## src/rtl/channel_exchanger_pkg.sv

```systemverilog
// channel_exchanger_pkg: shared state encoding and width defaults for the channel exchanger
// Contents: xchg_state_t state enum, XFADE_STEPS crossfade weight total, default DATA_W / GAIN_SHIFT.
package channel_exchanger_pkg;
  typedef enum logic [1:0] {SEL_HSNR, XFADE_TO_HDR, SEL_HDR, XFADE_TO_HSNR} xchg_state_t;
  localparam int XFADE_STEPS = 4;
  localparam int DATA_W_DEF = 9;
  localparam int GAIN_SHIFT_DEF = 4;
endpackage

```

## src/rtl/xfade_mixer.sv

```systemverilog
// xfade_mixer: combinational weighted mix (old*(4-k) + new*k) >>> 2, floor rounding
// Ports: old_term/new_term signed OUT_W inputs, k crossfade step 0..3 (0 passes old), mix signed OUT_W result.
import channel_exchanger_pkg::*;
module xfade_mixer #(
  parameter int OUT_W = DATA_W_DEF + GAIN_SHIFT_DEF
) (
  input  logic signed [OUT_W-1:0] old_term,
  input  logic signed [OUT_W-1:0] new_term,
  input  logic        [1:0]       k,
  output logic signed [OUT_W-1:0] mix
);
  localparam logic signed [OUT_W+1:0] FULL = (OUT_W+2)'(XFADE_STEPS);
  logic signed [OUT_W+1:0] kw, acc;
  assign kw = {{OUT_W{1'b0}}, k};
  // two guard bits hold the 4x-scaled weighted sum before the floor shift
  assign acc = old_term * (FULL - kw) + new_term * kw;
  assign mix = OUT_W'(acc >>> $clog2(XFADE_STEPS));
endmodule

```

## src/rtl/channel_exchanger.sv

```systemverilog
// channel_exchanger: debounced HSNR/HDR channel merge into one gain-aligned sample stream
// Ports: clk, reset (async, active-high); in_valid, hsnr_sample, hdr_sample, alpha (1 = HDR),
//        hold_samples (extra mismatches before a switch); out_valid, out_sample, out_sel, switching.
// Macro CHANNEL_EXCHANGER_XFADE_EN enables the 3-step crossfade; otherwise switches are instant.
import channel_exchanger_pkg::*;
module channel_exchanger #(
  parameter int DATA_W = DATA_W_DEF,
  parameter int GAIN_SHIFT = GAIN_SHIFT_DEF,
  localparam int OUT_W = DATA_W + GAIN_SHIFT
) (
  input  logic                     clk,
  input  logic                     reset,
  input  logic                     in_valid,
  input  logic signed [DATA_W-1:0] hsnr_sample,
  input  logic signed [DATA_W-1:0] hdr_sample,
  input  logic                     alpha,
  input  logic        [3:0]        hold_samples,
  output logic                     out_valid,
  output logic signed [OUT_W-1:0]  out_sample,
  output logic                     out_sel,
  output logic                     switching
);
  xchg_state_t state, target;
  logic [3:0] cnt;
  logic [1:0] step;
  logic signed [OUT_W-1:0] hs, hd, sel_term, mix;
  logic in_xfade, to_hdr, mismatch, fire;
  assign hs = {{GAIN_SHIFT{hsnr_sample[DATA_W-1]}}, hsnr_sample};
  assign hd = {hdr_sample, {GAIN_SHIFT{1'b0}}};
  assign in_xfade = state == XFADE_TO_HDR || state == XFADE_TO_HSNR;
  // selected channel, or the destination channel while crossfading
  assign to_hdr = state == SEL_HDR || state == XFADE_TO_HDR;
  assign mismatch = alpha != to_hdr;
  assign fire = !in_xfade && mismatch && cnt == hold_samples;
  assign sel_term = to_hdr ? hd : hs;
`ifdef CHANNEL_EXCHANGER_XFADE_EN
  xfade_mixer #(.OUT_W(OUT_W)) u_mix (
    .old_term(to_hdr ? hs : hd),
    .new_term(sel_term),
    .k(step),
    .mix(mix)
  );
  assign target = alpha ? XFADE_TO_HDR : XFADE_TO_HSNR;
`else
  assign mix = sel_term;
  assign target = alpha ? SEL_HDR : SEL_HSNR;
`endif
  // step is nonzero exactly for transition outputs: crossfade weight 1..3,
  // or a one-sample marker after an instant switch when crossfade is off
  always_ff @(posedge clk or posedge reset) begin
    if (reset) begin
      state <= SEL_HSNR;
      cnt <= 4'd0;
      step <= 2'd0;
      out_valid <= 1'b0;
      out_sample <= '0;
      out_sel <= 1'b0;
      switching <= 1'b0;
    end else begin
      out_valid <= in_valid;
      if (in_valid) begin
        out_sample <= in_xfade ? mix : sel_term;
        out_sel <= to_hdr;
        switching <= step != 2'd0;
        if (in_xfade) begin
          step <= step + 2'd1;
          cnt <= 4'd0;
          state <= step == 2'd3 ? (to_hdr ? SEL_HDR : SEL_HSNR) : state;
        end else begin
          step <= fire ? 2'd1 : 2'd0;
          state <= fire ? target : state;
          cnt <= (!mismatch || fire) ? 4'd0 : (cnt == 4'hf ? cnt : cnt + 4'd1);
        end
      end
    end
  end
endmodule

```

## config.mk

```make
export PLATFORM = sky130hd
export DESIGN_NAME = channel_exchanger
export DESIGN_NICKNAME = d
export VERILOG_FILES = /design/src/rtl/channel_exchanger_pkg.sv /design/src/rtl/xfade_mixer.sv /design/src/rtl/channel_exchanger.sv
export SDC_FILE = /design/constraint.sdc
export NUM_CORES = 1
export LEC_CHECK = 0
export BUFFER_PORTS_ARGS = -buffer_cell sky130_fd_sc_hd__clkbuf_2
export CORE_MARGIN = 4
export CORE_UTILIZATION = 36
export CTS_CLUSTER_DIAMETER = 120
export DETAILED_ROUTE_END_ITERATION = 8
export PLACE_DENSITY = 0.71
export SYNTH_ARGS = -nofsm -noshare
export SYNTH_HDL_FRONTEND = slang
export SYNTH_SLANG_ARGS = --single-unit
export TNS_END_PERCENT = 5
```

## constraint.sdc

```tcl
create_clock -name clk -period 1.35 [get_ports clk]
set_input_delay 0.2025 -clock clk [delete_from_list [all_inputs] [get_ports clk]]
set_output_delay 0.2025 -clock clk [all_outputs]
set_load 0.03 [all_outputs]
```

==> results of run 1 <==
-- per-stage QoR --
step | worst slack [ns] | cells
after floorplan | -0.0294 | 92
after global placement | -0.0502 | 166
after detailed placement | -0.116 | 166
after CTS | -0.110 | 172
after global routing | -0.193 | 172
final | -0.0988 | 172
-- metal layers --
metal,GRT usage (%),wire [um],up-vias
met3,3.19,187,2
met4,4.64,19,0
li1,-,-,427
met1,15.5,937,396
met2,21.9,961,30
met5,0,0,-
-- registers in the layout (all words and copies together), names as in the netlist --
register	flops
out_valid	1
state	1
out_sample	13
out_sel	1
step	1
switching	1
cnt	4
-- area by class of cell --
class	instances	area (um^2)
multi-input cells	62	417
repair buffers	52	290
flip-flops and latches	22	551
well taps	30	37.5
clock buffers	3	22.5
fillers	240	1220
inverters	3	11.3
-- worst min path at each step --
stage	startpoint	end	slack, ns	cells after the start
2_1_floorplan	reset	cnt[0]$_DFFE_PP0P_	0.19	1
3_3_place_gp	reset	out_sample[7]$_DFFE_PP0P_	0.23	3
3_5_place_dp	reset	out_sample[12]$_DFFE_PP0P_	0.23	3
4_1_cts	hsnr_sample[3]	out_sample[3]$_DFFE_PP0P_	0.10	2
5_1_grt	hsnr_sample[0]	out_sample[0]$_DFFE_PP0P_	0.10	2
6_report	hsnr_sample[3]	out_sample[3]$_DFFE_PP0P_	0.11	2
-- placed cells by master, fill, tap and decap left out --
cell type,Yosys,layout
clkbuf_4,0,3
nand2_1,2,2
mux2i_1,4,4
a21oi_1,17,17
xor2_1,4,4
and3_4,0,1
a22o_1,5,5
nor2b_1,1,1
nor4_2,1,1
mux2_4,1,1
and3_1,2,1
clkbuf_2,0,41
dfrtp_1,22,22
inv_1,3,3
nor2_1,12,12
mux2_2,2,2
a211o_1,1,1
ha_1,1,1
nand3_1,1,1
a221oi_1,1,1
xnor2_1,1,1
nor3_1,2,2
dlygate4sd3_1,0,1
buf_4,0,10
o2bb2ai_1,2,2
or2_4,0,1
o22ai_1,1,1
-- logic make-up after synthesis --
| logic type | synth area share, % |
|---|---|
| buf+inv | 3.28 |
| flops | 55.5 |
| fa+ha+maj | 1.26 |
| simple gates | 10.6 |
| compound gates | 17.2 |
| xor+xnor | 4.41 |
| mux | 7.82 |
-- power by group --
part | internal (mW) | switching (mW)
sequential | 0.834 | 0.101
combinational | 0.428 | 0.630
clock | 0.104 | 0.177
-- what timing repair did --
action                     4_1_cts  5_1_grt
hold endpoints to repair        22        0
setup buffers                    2        0
setup endpoints to repair        5        6
resized for setup                2        0
pin swaps                        2        0
hold buffers                     1        0
==> results.py, run 1 <==
metrics = {
    "grt": {
        "grt_usage_pct": 12.7,
        "grt_start_max_net_pins": 23,
        "grt_pass1_wl_um": 3530,
        "overflow": 0,
        "antenna_found_initial": 0,
        "grt_pass1_vias": 857,
    },
    "setup_path": {
        "worst-path-buf-inv": 0,
        "crit_family": "simple AND/OR/NAND/NOR gates",
        "crit_path_end_kind": "flip-flop",
        "cp_max_fo": 2,
        "regToRegSetupSlack_ns": -0.1,
        "start_kind": "flip-flop",
        "cp.arrival_ns": 1.64,
        "r2r-end": "state[1]$_DFFE_PP0P_",
        "slowest_delay_ns": 0.41,
        "critPathLaunch": "cnt[3]$_DFFE_PP0P_",
        "r2r_start": "cnt[3]$_DFFE_PP0P_",
        "required_ns": 1.54,
        "critPathKind": "flip-flop to flip-flop",
        "ff2ff_path_depth": 4,
        "endpoint": "state[1]$_DFFE_PP0P_",
        "path_cells": "xor2_1 -> nor4_2 -> nand2_1 -> mux2_4",
        "path_depth": 4,
        "crit_slowest_cell": "dfrtp_1",
    },
    "synth": {
        "ys_seq_area_share_pct": 55.5,
        "synth_edf_count": 0,
        "ys.flop_type": "dfrtp_1",
        "ys_top_cells_by_area": "dfrtp_1, a21oi_1, nor2_1, a22o_1, mux2i_1",
        "ys_seq_elements": 22,
        "ys_types": 25,
        "yosysTopAreaCellShare_pct": 55.5,
        "synth.most_common_cell": "dfrtp_1",
        "syn_area_um2": 992,
        "synth_cells": 92,
        "ys_async_sr_fraction_pct": 100,
        "avgSynthCellArea_um2": 10.8,
        "synthTopCellsByCount": "dfrtp_1, a21oi_1, nor2_1",
        "yosysWarnings": 0,
        "synth_top_cell_by_area": "dfrtp_1",
        "syn-num-nets": 119,
    },
    "sta": {
        "min_period_ns": 1.45,
        "max_freq_ghz": 0.690,
        "fin_tns_setup_ns": -0.252,
        "hold_slack_ns": 0.114,
        "finalMaxSlewViolations": 0,
        "rsz0062_at_grt": "true",
        "post-route-worst-setup-slack_ns": -0.0988,
        "max-slew-margin-rel_pct": 79.0,
        "final_hold_viol_count": 0,
        "finalSetupViolations": 5,
        "finClkSkew_ns": 0.000775,
        "tightest_slew_ns": 0.312,
        "fin_crit_sh_pct": 107,
    },
    "die": {
        "core_mm2": 0.00254,
        "ios": 42,
        "die_y_um": 60.5,
        "num_rows": 18,
        "dieWidth_um": 60.5,
        "start_util_pct": 39.0,
        "die_area_mm2": 0.00366,
    },
    "clock_network": {
        "cts_tree": "yes",
        "clk_pin_slew_worst_paths_ns": 0.11,
        "root_buffer": "clkbuf_4",
        "cts-htree-levels": 1,
        "clock_tree.buffer_depth": 2,
        "clk_latency_ns": 0.29,
        "clock-sinks": 22,
        "cts_buffers": 3,
    },
    "route": {
        "route.detailed.drc": 0,
        "drtPass1Iterations": 4,
        "wl_per_cell_um": 12.2,
        "ant_nets": 0,
        "wl_um": 2110,
        "via_per_inst": 4.97,
        "dr_total_vias": 855,
        "dr.first_iter.drc_count": 13,
    },
    "status": {
        "violations": "negative setup slack",
        "status": "complete, but fails checks",
    },
    "place": {
        "dpl_cell_area_mm2": 0.00127,
        "gp_congestion": 0.816,
        "io_buffers": 41,
        "dp_hpwl_um": 1630,
    },
    "pwr": {
        "total_power_mw": 2.27,
        "p_leak_nw": 0.689,
        "power_density_mw_per_mm2": 1710,
        "vdd_ir_drop_max_mv": 0.867,
    },
    "final_layout": {
        "final_area_mm2": 0.00133,
        "syn2layout_area_growth_pct": 33.9,
        "num_antenna_cells": 0,
        "drive_gt1_share_pct": 42.3,
        "finalNetCount": 171,
        "utilization_pct": 52.2,
    },
    "flow_run": {
        "maxCapViolCount": 0,
    },
    "hold_path": {
        "hold_path.class": "primary input to flip-flop",
    },
}
Note: power is estimated with default switching activity, not from simulation.
==> run 2: changes to the inputs <==
--- a/config.mk
+++ b/config.mk
@@ -10,8 +10,9 @@
 export CORE_UTILIZATION = 36
 export CTS_CLUSTER_DIAMETER = 120
 export DETAILED_ROUTE_END_ITERATION = 8
-export PLACE_DENSITY = 0.71
+export PLACE_DENSITY_LB_ADDON = 0.15
 export SYNTH_ARGS = -nofsm -noshare
 export SYNTH_HDL_FRONTEND = slang
+export SYNTH_HIERARCHICAL = 1
 export SYNTH_SLANG_ARGS = --single-unit
 export TNS_END_PERCENT = 5
==> run 2 against run 1 <==
  * First-iteration DRC count is 7.7% lower
  * Count of clock-buffer cells in the layout stayed put
  * Flip-flop and latch count stayed put
  * Cell area is 3.6% higher
  * Non-clock buffer count is 1 higher
  * Critical path depth stayed put
  * Register-to-register slack better by 0.04 ns
  * The run still ends with negative setup slack left
  * Via count is 0.82% higher
  * Highest routed layer unchanged
  * Largest cell class unchanged
  * Clock skew is 0.0064 ns higher
  * Total power is 3.2% higher
==> results.py, run 2 <==
metrics = {
    "sta": {
        "max-slew-margin-rel_pct": 76.1,
        "min_period_ns": 1.41,
        "final_hold_viol_count": 0,
        "max_freq_ghz": 0.708,
        "finClkSkew_ns": 0.00715,
        "tightest_slew_ns": 0.359,
        "fin_crit_sh_pct": 105,
        "finalSetupViolations": 2,
        "post-route-worst-setup-slack_ns": -0.0622,
        "finalMaxSlewViolations": 0,
        "rsz0062_at_grt": "true",
    },
    "status": {
        "status": "complete, but fails checks",
        "violations": "negative setup slack",
    },
    "synth": {
        "ys_seq_area_share_pct": 55.5,
        "synth_edf_count": 0,
        "synth_top_cell_by_area": "dfrtp_1",
        "ys_types": 25,
        "synthTopCellsByCount": "dfrtp_1, a21oi_1, nor2_1",
        "ys_async_sr_fraction_pct": 100,
        "yosysTopAreaCellShare_pct": 55.5,
        "yosysWarnings": 6,
        "synth_cells": 92,
        "ys_top_cells_by_area": "dfrtp_1, a21oi_1, nor2_1, a22o_1, mux2i_1",
        "synth.most_common_cell": "dfrtp_1",
        "syn-num-nets": 119,
        "avgSynthCellArea_um2": 10.8,
        "ys_seq_elements": 22,
        "ys.flop_type": "dfrtp_1",
        "syn_area_um2": 992,
    },
    "final_layout": {
        "num_antenna_cells": 0,
        "largest_reg_flops": 13,
        "final_area_mm2": 0.00138,
        "syn2layout_area_growth_pct": 38.7,
        "mostFrequentLayoutCells": "clkbuf_2, dfrtp_1, a21oi_1",
        "reg.largest.list": "out_sample (13), cnt (4)",
        "finalNetCount": 172,
        "drive_gt1_share_pct": 44.8,
        "regMostFlops": "out_sample",
        "layout_commonest_cell": "clkbuf_2",
        "utilization_pct": 54.1,
    },
    "setup_path": {
        "cp.arrival_ns": 1.61,
        "cp_max_fo": 3,
        "critPathLaunch": "cnt[3]$_DFFE_PP0P_",
        "regToRegSetupSlack_ns": -0.06,
        "r2r-end": "state[1]$_DFFE_PP0P_",
        "ff2ff_path_depth": 4,
        "r2r_start": "cnt[3]$_DFFE_PP0P_",
        "crit_path_end_kind": "flip-flop",
        "endpoint": "state[1]$_DFFE_PP0P_",
        "required_ns": 1.55,
        "critPathKind": "flip-flop to flip-flop",
        "start_kind": "flip-flop",
    },
    "route": {
        "drtPass1Iterations": 3,
        "ant_nets": 0,
        "via_per_inst": 4.98,
        "dr.first_iter.drc_count": 12,
        "wl_per_cell_um": 13.6,
        "wl_um": 2350,
        "route.detailed.drc": 0,
        "dr_total_vias": 862,
    },
    "die": {
        "start_util_pct": 39.0,
        "core_mm2": 0.00254,
        "ios": 42,
        "die_y_um": 60.5,
        "dieWidth_um": 60.5,
        "num_rows": 18,
        "die_area_mm2": 0.00366,
    },
    "grt": {
        "antenna_found_initial": 0,
        "overflow": 0,
        "grt_start_max_net_pins": 23,
        "grt_usage_pct": 13.8,
        "grt_pass1_wl_um": 3800,
        "grt_pass1_vias": 828,
    },
    "place": {
        "dpl_cell_area_mm2": 0.00128,
        "gp_congestion": 0.722,
        "io_buffers": 41,
        "dp_slack_ns": -0.100,
        "dp_hpwl_um": 1690,
    },
    "pwr": {
        "p_seq_share_pct": 40.3,
        "clkPwrFrac_pct": 12.2,
        "p_int_mw": 1.38,
        "p_switching_mw": 0.965,
        "switching_share_pct": 41.1,
        "combinationalPowerShare_pct": 47.5,
        "vdd_ir_drop_max_mv": 1.11,
        "power_density_mw_per_mm2": 1700,
        "p_leak_nw": 0.701,
    },
    "clock_network": {
        "clk_latency_ns": 0.30,
        "cts_tree": "yes",
        "clock-sinks": 22,
        "root_buffer": "clkbuf_4",
        "cts_buffers": 3,
        "clock_tree.buffer_depth": 2,
        "cts-htree-levels": 1,
        "clk_pin_slew_worst_paths_ns": 0.11,
    },
    "hold_path": {
        "hold_path.class": "primary input to flip-flop",
    },
    "flow_run": {
        "maxCapViolCount": 0,
    },
}
-- run 2: routing by layer --
layer	wire length [um]	share of wire (%)	GRT usage (%)	up-vias
li1	-	-	-	434
met1	1080	46	17.7	402
met2	1150	49	23.3	24
met3	113	4.8	4.04	2
met4	13	0.55	2.79	0
met5	0	0	0	-
-- run 2: through the flow --
step	TNS (ns)	instances	hold WS (ns)	power (mW)
4_1_cts	-0.135	171	0.106	2.31
6_report	-0.0803	173	0.107	2.35
3_3_place_gp	-0.0344	165	0.238	1.96
2_1_floorplan	-0.0294	92	0.192	1.64
5_1_grt	-0.400	173	0.0873	2.51
3_5_place_dp	-0.141	165	0.238	1.99
-- run 2: critical path, stage by stage (launching register included) --
cell and delay (ns):
dfrtp_1 0.41, xor2_1 0.17, nor4_4 0.31, nand2_1 0.12, mux2_4 0.31
-- run 2: layout make-up --
type,count,area [um^2]
repair buffers,53,310
inverters,3,11.3
fillers,241,1170
well taps,30,37.5
flip-flops and latches,22,551
clock buffers,3,22.5
multi-input cells,62,444
-- run 2: power by group through the flow --
stage	clock, mW	combinational [mW]	sequential [mW]
2_1_floorplan	0	0.416	1.23
3_3_place_gp	0	1.01	0.951
3_5_place_dp	0	1.03	0.960
4_1_cts	0.295	1.07	0.945
5_1_grt	0.336	1.21	0.971
6_report	0.286	1.12	0.945
-- run 2: how the worst min path moves through the flow --
stage	startpoint	to	slack, ns	depth (start not counted)
4_1_cts	hsnr_sample[0]	out_sample[0]$_DFFE_PP0P_	0.11	2
6_report	hsnr_sample[0]	out_sample[0]$_DFFE_PP0P_	0.11	2
3_5_place_dp	reset	out_sample[1]$_DFFE_PP0P_	0.24	3
5_1_grt	hsnr_sample[0]	out_sample[0]$_DFFE_PP0P_	0.09	2
2_1_floorplan	reset	cnt[0]$_DFFE_PP0P_	0.19	1
3_3_place_gp	reset	out_sample[7]$_DFFE_PP0P_	0.24	3
-- run 2: kinds of logic (layout without fill, tap and decap cells) --
family,after synthesis,in the layout,synth area share (%)
AND/OR/NAND/NOR,22,22,10.6
adder cells (fa/ha/maj),1,1,1.26
flip-flops,22,22,55.5
buffers and inverters,8,59,3.28
multiplexers,7,7,7.82
AO/OA/AOI/OAI,27,27,17.2
XOR/XNOR,5,5,4.41
-- run 2: timing repair --
action,in CTS,in global routing
setup buffers,2,2
setup endpoints to repair,5,5
pin swaps,2,3
endpoints found under the hold margin,22,0
gates cloned,0,0
hold buffers,1,0
resized for setup,3,3
==> run 3: changes to the inputs <==
--- a/config.mk
+++ b/config.mk
@@ -11,6 +11,7 @@
 export CTS_CLUSTER_DIAMETER = 120
 export DETAILED_ROUTE_END_ITERATION = 8
 export PLACE_DENSITY_LB_ADDON = 0.15
+export SKIP_CTS_REPAIR_TIMING = 1
 export SYNTH_ARGS = -nofsm -noshare
 export SYNTH_HDL_FRONTEND = slang
 export SYNTH_HIERARCHICAL = 1
==> run 3 against run 2 <==
  * Highest routed layer unchanged
  * First-iteration DRC count rose by 25%
  * Setup slack got worse by 0.016 ns
  * Critical path depth did not move
  * Final cell count fell by 1.7%
  * Critical endpoint unchanged
  * The flow still finishes with violations (negative setup slack)
  * Count of clock-buffer cells in the layout did not move
==> results.py, run 3 (synthesis results as in run 2) <==
metrics = {
    "die": {
        "core_mm2": 0.00254,
        "die_y_um": 60.5,
        "die_area_mm2": 0.00366,
        "num_rows": 18,
        "dieWidth_um": 60.5,
        "start_util_pct": 39.0,
        "ios": 42,
    },
    "status": {
        "violations": "negative setup slack",
        "status": "complete, but fails checks",
    },
    "setup_path": {
        "start_kind": "flip-flop",
        "regToRegSetupSlack_ns": -0.08,
        "cp_max_fo": 4,
        "slowest_delay_ns": 0.46,
        "cp.arrival_ns": 1.63,
        "r2r-end": "state[1]$_DFFE_PP0P_",
        "path_cells": "xor2_2 -> nor4_4 -> nand2_1 -> mux2_4",
        "crit_slowest_cell": "dfrtp_2",
        "critPathKind": "flip-flop to flip-flop",
        "crit_path_end_kind": "flip-flop",
        "ff2ff_path_depth": 4,
        "worst-path-buf-inv": 0,
        "r2r_start": "cnt[0]$_DFFE_PP0P_",
        "required_ns": 1.55,
        "crit_family": "flip-flops",
    },
    "route": {
        "dr.first_iter.drc_count": 15,
        "wl_um": 2280,
        "wl_per_cell_um": 13.4,
        "dr_total_vias": 851,
        "ant_nets": 0,
        "route.detailed.drc": 0,
        "drtPass1Iterations": 3,
        "via_per_inst": 5.01,
    },
    "pwr": {
        "clkPwrFrac_pct": 12.3,
        "p_int_mw": 1.37,
        "combinationalPowerShare_pct": 46.8,
        "power_density_mw_per_mm2": 1710,
        "p_leak_nw": 0.686,
        "switching_share_pct": 41.3,
        "vdd_ir_drop_max_mv": 1.13,
        "p_seq_share_pct": 41.0,
        "p_switching_mw": 0.966,
    },
    "final_layout": {
        "multiInputGateArea_um2": 459,
        "num_antenna_cells": 0,
        "drive_gt1_share_pct": 45.7,
        "finalNetCount": 169,
        "largest_reg_flops": 13,
        "ff_latch_area_um2": 552,
        "layout_commonest_cell": "clkbuf_2",
        "syn2layout_area_growth_pct": 38.1,
        "regMostFlops": "out_sample",
        "fillers": 245,
        "stdcell_count": 170,
        "mostFrequentLayoutCells": "clkbuf_2, dfrtp_1, a21oi_1",
        "reg.largest.list": "out_sample (13), cnt (4)",
    },
    "sta": {
        "min_period_ns": 1.43,
        "final_hold_viol_count": 0,
        "tightest_slew_ns": 0.359,
        "max-slew-margin-rel_pct": 76.0,
        "rsz0062_at_grt": "true",
        "max_freq_ghz": 0.700,
        "finalMaxSlewViolations": 0,
        "finClkSkew_ns": 0.00363,
        "post-route-worst-setup-slack_ns": -0.0784,
        "fin_crit_sh_pct": 106,
        "finalSetupViolations": 4,
    },
    "hold_path": {
        "worstHoldPathCells": 2,
        "hold_start": "hsnr_sample[0]",
        "hold_path_end": "out_sample[0]$_DFFE_PP0P_",
        "hold_path.class": "primary input to flip-flop",
    },
    "clock_network": {
        "cts_tree": "yes",
        "clk_pin_slew_worst_paths_ns": 0.11,
        "root_buffer": "clkbuf_4",
        "cts_buffers": 3,
        "clock-sinks": 22,
        "clock_tree.buffer_depth": 2,
        "clk_latency_ns": 0.30,
        "cts-htree-levels": 1,
    },
    "place": {
        "gp_congestion": 0.722,
        "io_buffers": 41,
        "dp_slack_ns": -0.100,
        "dp_hpwl_um": 1690,
        "placed_cells": 165,
    },
    "grt": {
        "grt_pass1_wl_um": 3710,
        "grt_pass1_vias": 820,
        "grt_start_max_net_pins": 23,
        "grt_usage_pct": 13.4,
        "overflow": 0,
        "antenna_found_initial": 0,
    },
    "flow_run": {
        "maxCapViolCount": 0,
    },
}
## run 3: changes by cell type in the layout (fill, tap and decap cells not counted)
cell,delta
xor2_1,-2
dfrtp_2,+1
xor2_2,+2
dfrtp_1,-1
buf_4,-3
## run 3: power by group through the flow
stage | combinational [mW] | clock (mW) | sequential, mW
6_report | 1.09 | 0.287 | 0.959
5_1_grt | 1.19 | 0.336 | 0.983
4_1_cts | 1.03 | 0.295 | 0.949
3_5_place_dp | 1.03 | 0 | 0.960
3_3_place_gp | 1.01 | 0 | 0.951
2_1_floorplan | 0.416 | 0 | 1.23
## run 3: worst reg2reg max path, stage by stage (launching register included)
cell and delay, ns:
dfrtp_2 0.46, xor2_2 0.17, nor4_4 0.28, nand2_1 0.12, mux2_4 0.30
## run 3: layout make-up
class                   count  share of cell area (%)
clock buffers               3                    1.64
inverters                   3                   0.822
multi-input cells          62                    33.5
flip-flops and latches     22                    40.3
well taps                  30                    2.74
repair buffers             50                    21.0
## run 3: layer usage
metal | vias to the layer above | part of all wire, % | GRT usage, %
met2 | 24 | 49 | 22.4
met4 | 0 | 0.53 | 3.10
met3 | 2 | 5.1 | 4.04
met5 | - | 0 | 0
li1 | 426 | - | -
met1 | 399 | 45 | 17.3
## run 3: per-stage QoR
stage          hold WS (ns)  TNS, ns  utilization (%)  cell area [um^2]  power [mW]
2_1_floorplan         0.192  -0.0294                -               992        1.64
3_3_place_gp          0.238  -0.0344             50.2              1280        1.96
3_5_place_dp          0.238   -0.141             50.2              1280        1.99
5_1_grt              0.0871   -0.442             53.8              1370        2.51
4_1_cts             -0.0934   -0.263             51.1              1300        2.27
6_report              0.109   -0.132             53.8              1370        2.34
## run 3: how the worst max path moves through the flow
stage | from | cells past startpoint | slack [ns] | to
after floorplan | cnt[2]$_DFFE_PP0P_ | 4 | -0.03 | state[1]$_DFFE_PP0P_
after global placement | cnt[3]$_DFFE_PP0P_ | 4 | -0.03 | state[1]$_DFFE_PP0P_
after detailed placement | cnt[2]$_DFFE_PP0P_ | 4 | -0.10 | state[1]$_DFFE_PP0P_
after CTS | cnt[2]$_DFFE_PP0P_ | 4 | -0.12 | state[1]$_DFFE_PP0P_
after global routing | cnt[0]$_DFFE_PP0P_ | 4 | -0.13 | state[1]$_DFFE_PP0P_
final | cnt[0]$_DFFE_PP0P_ | 4 | -0.08 | state[1]$_DFFE_PP0P_
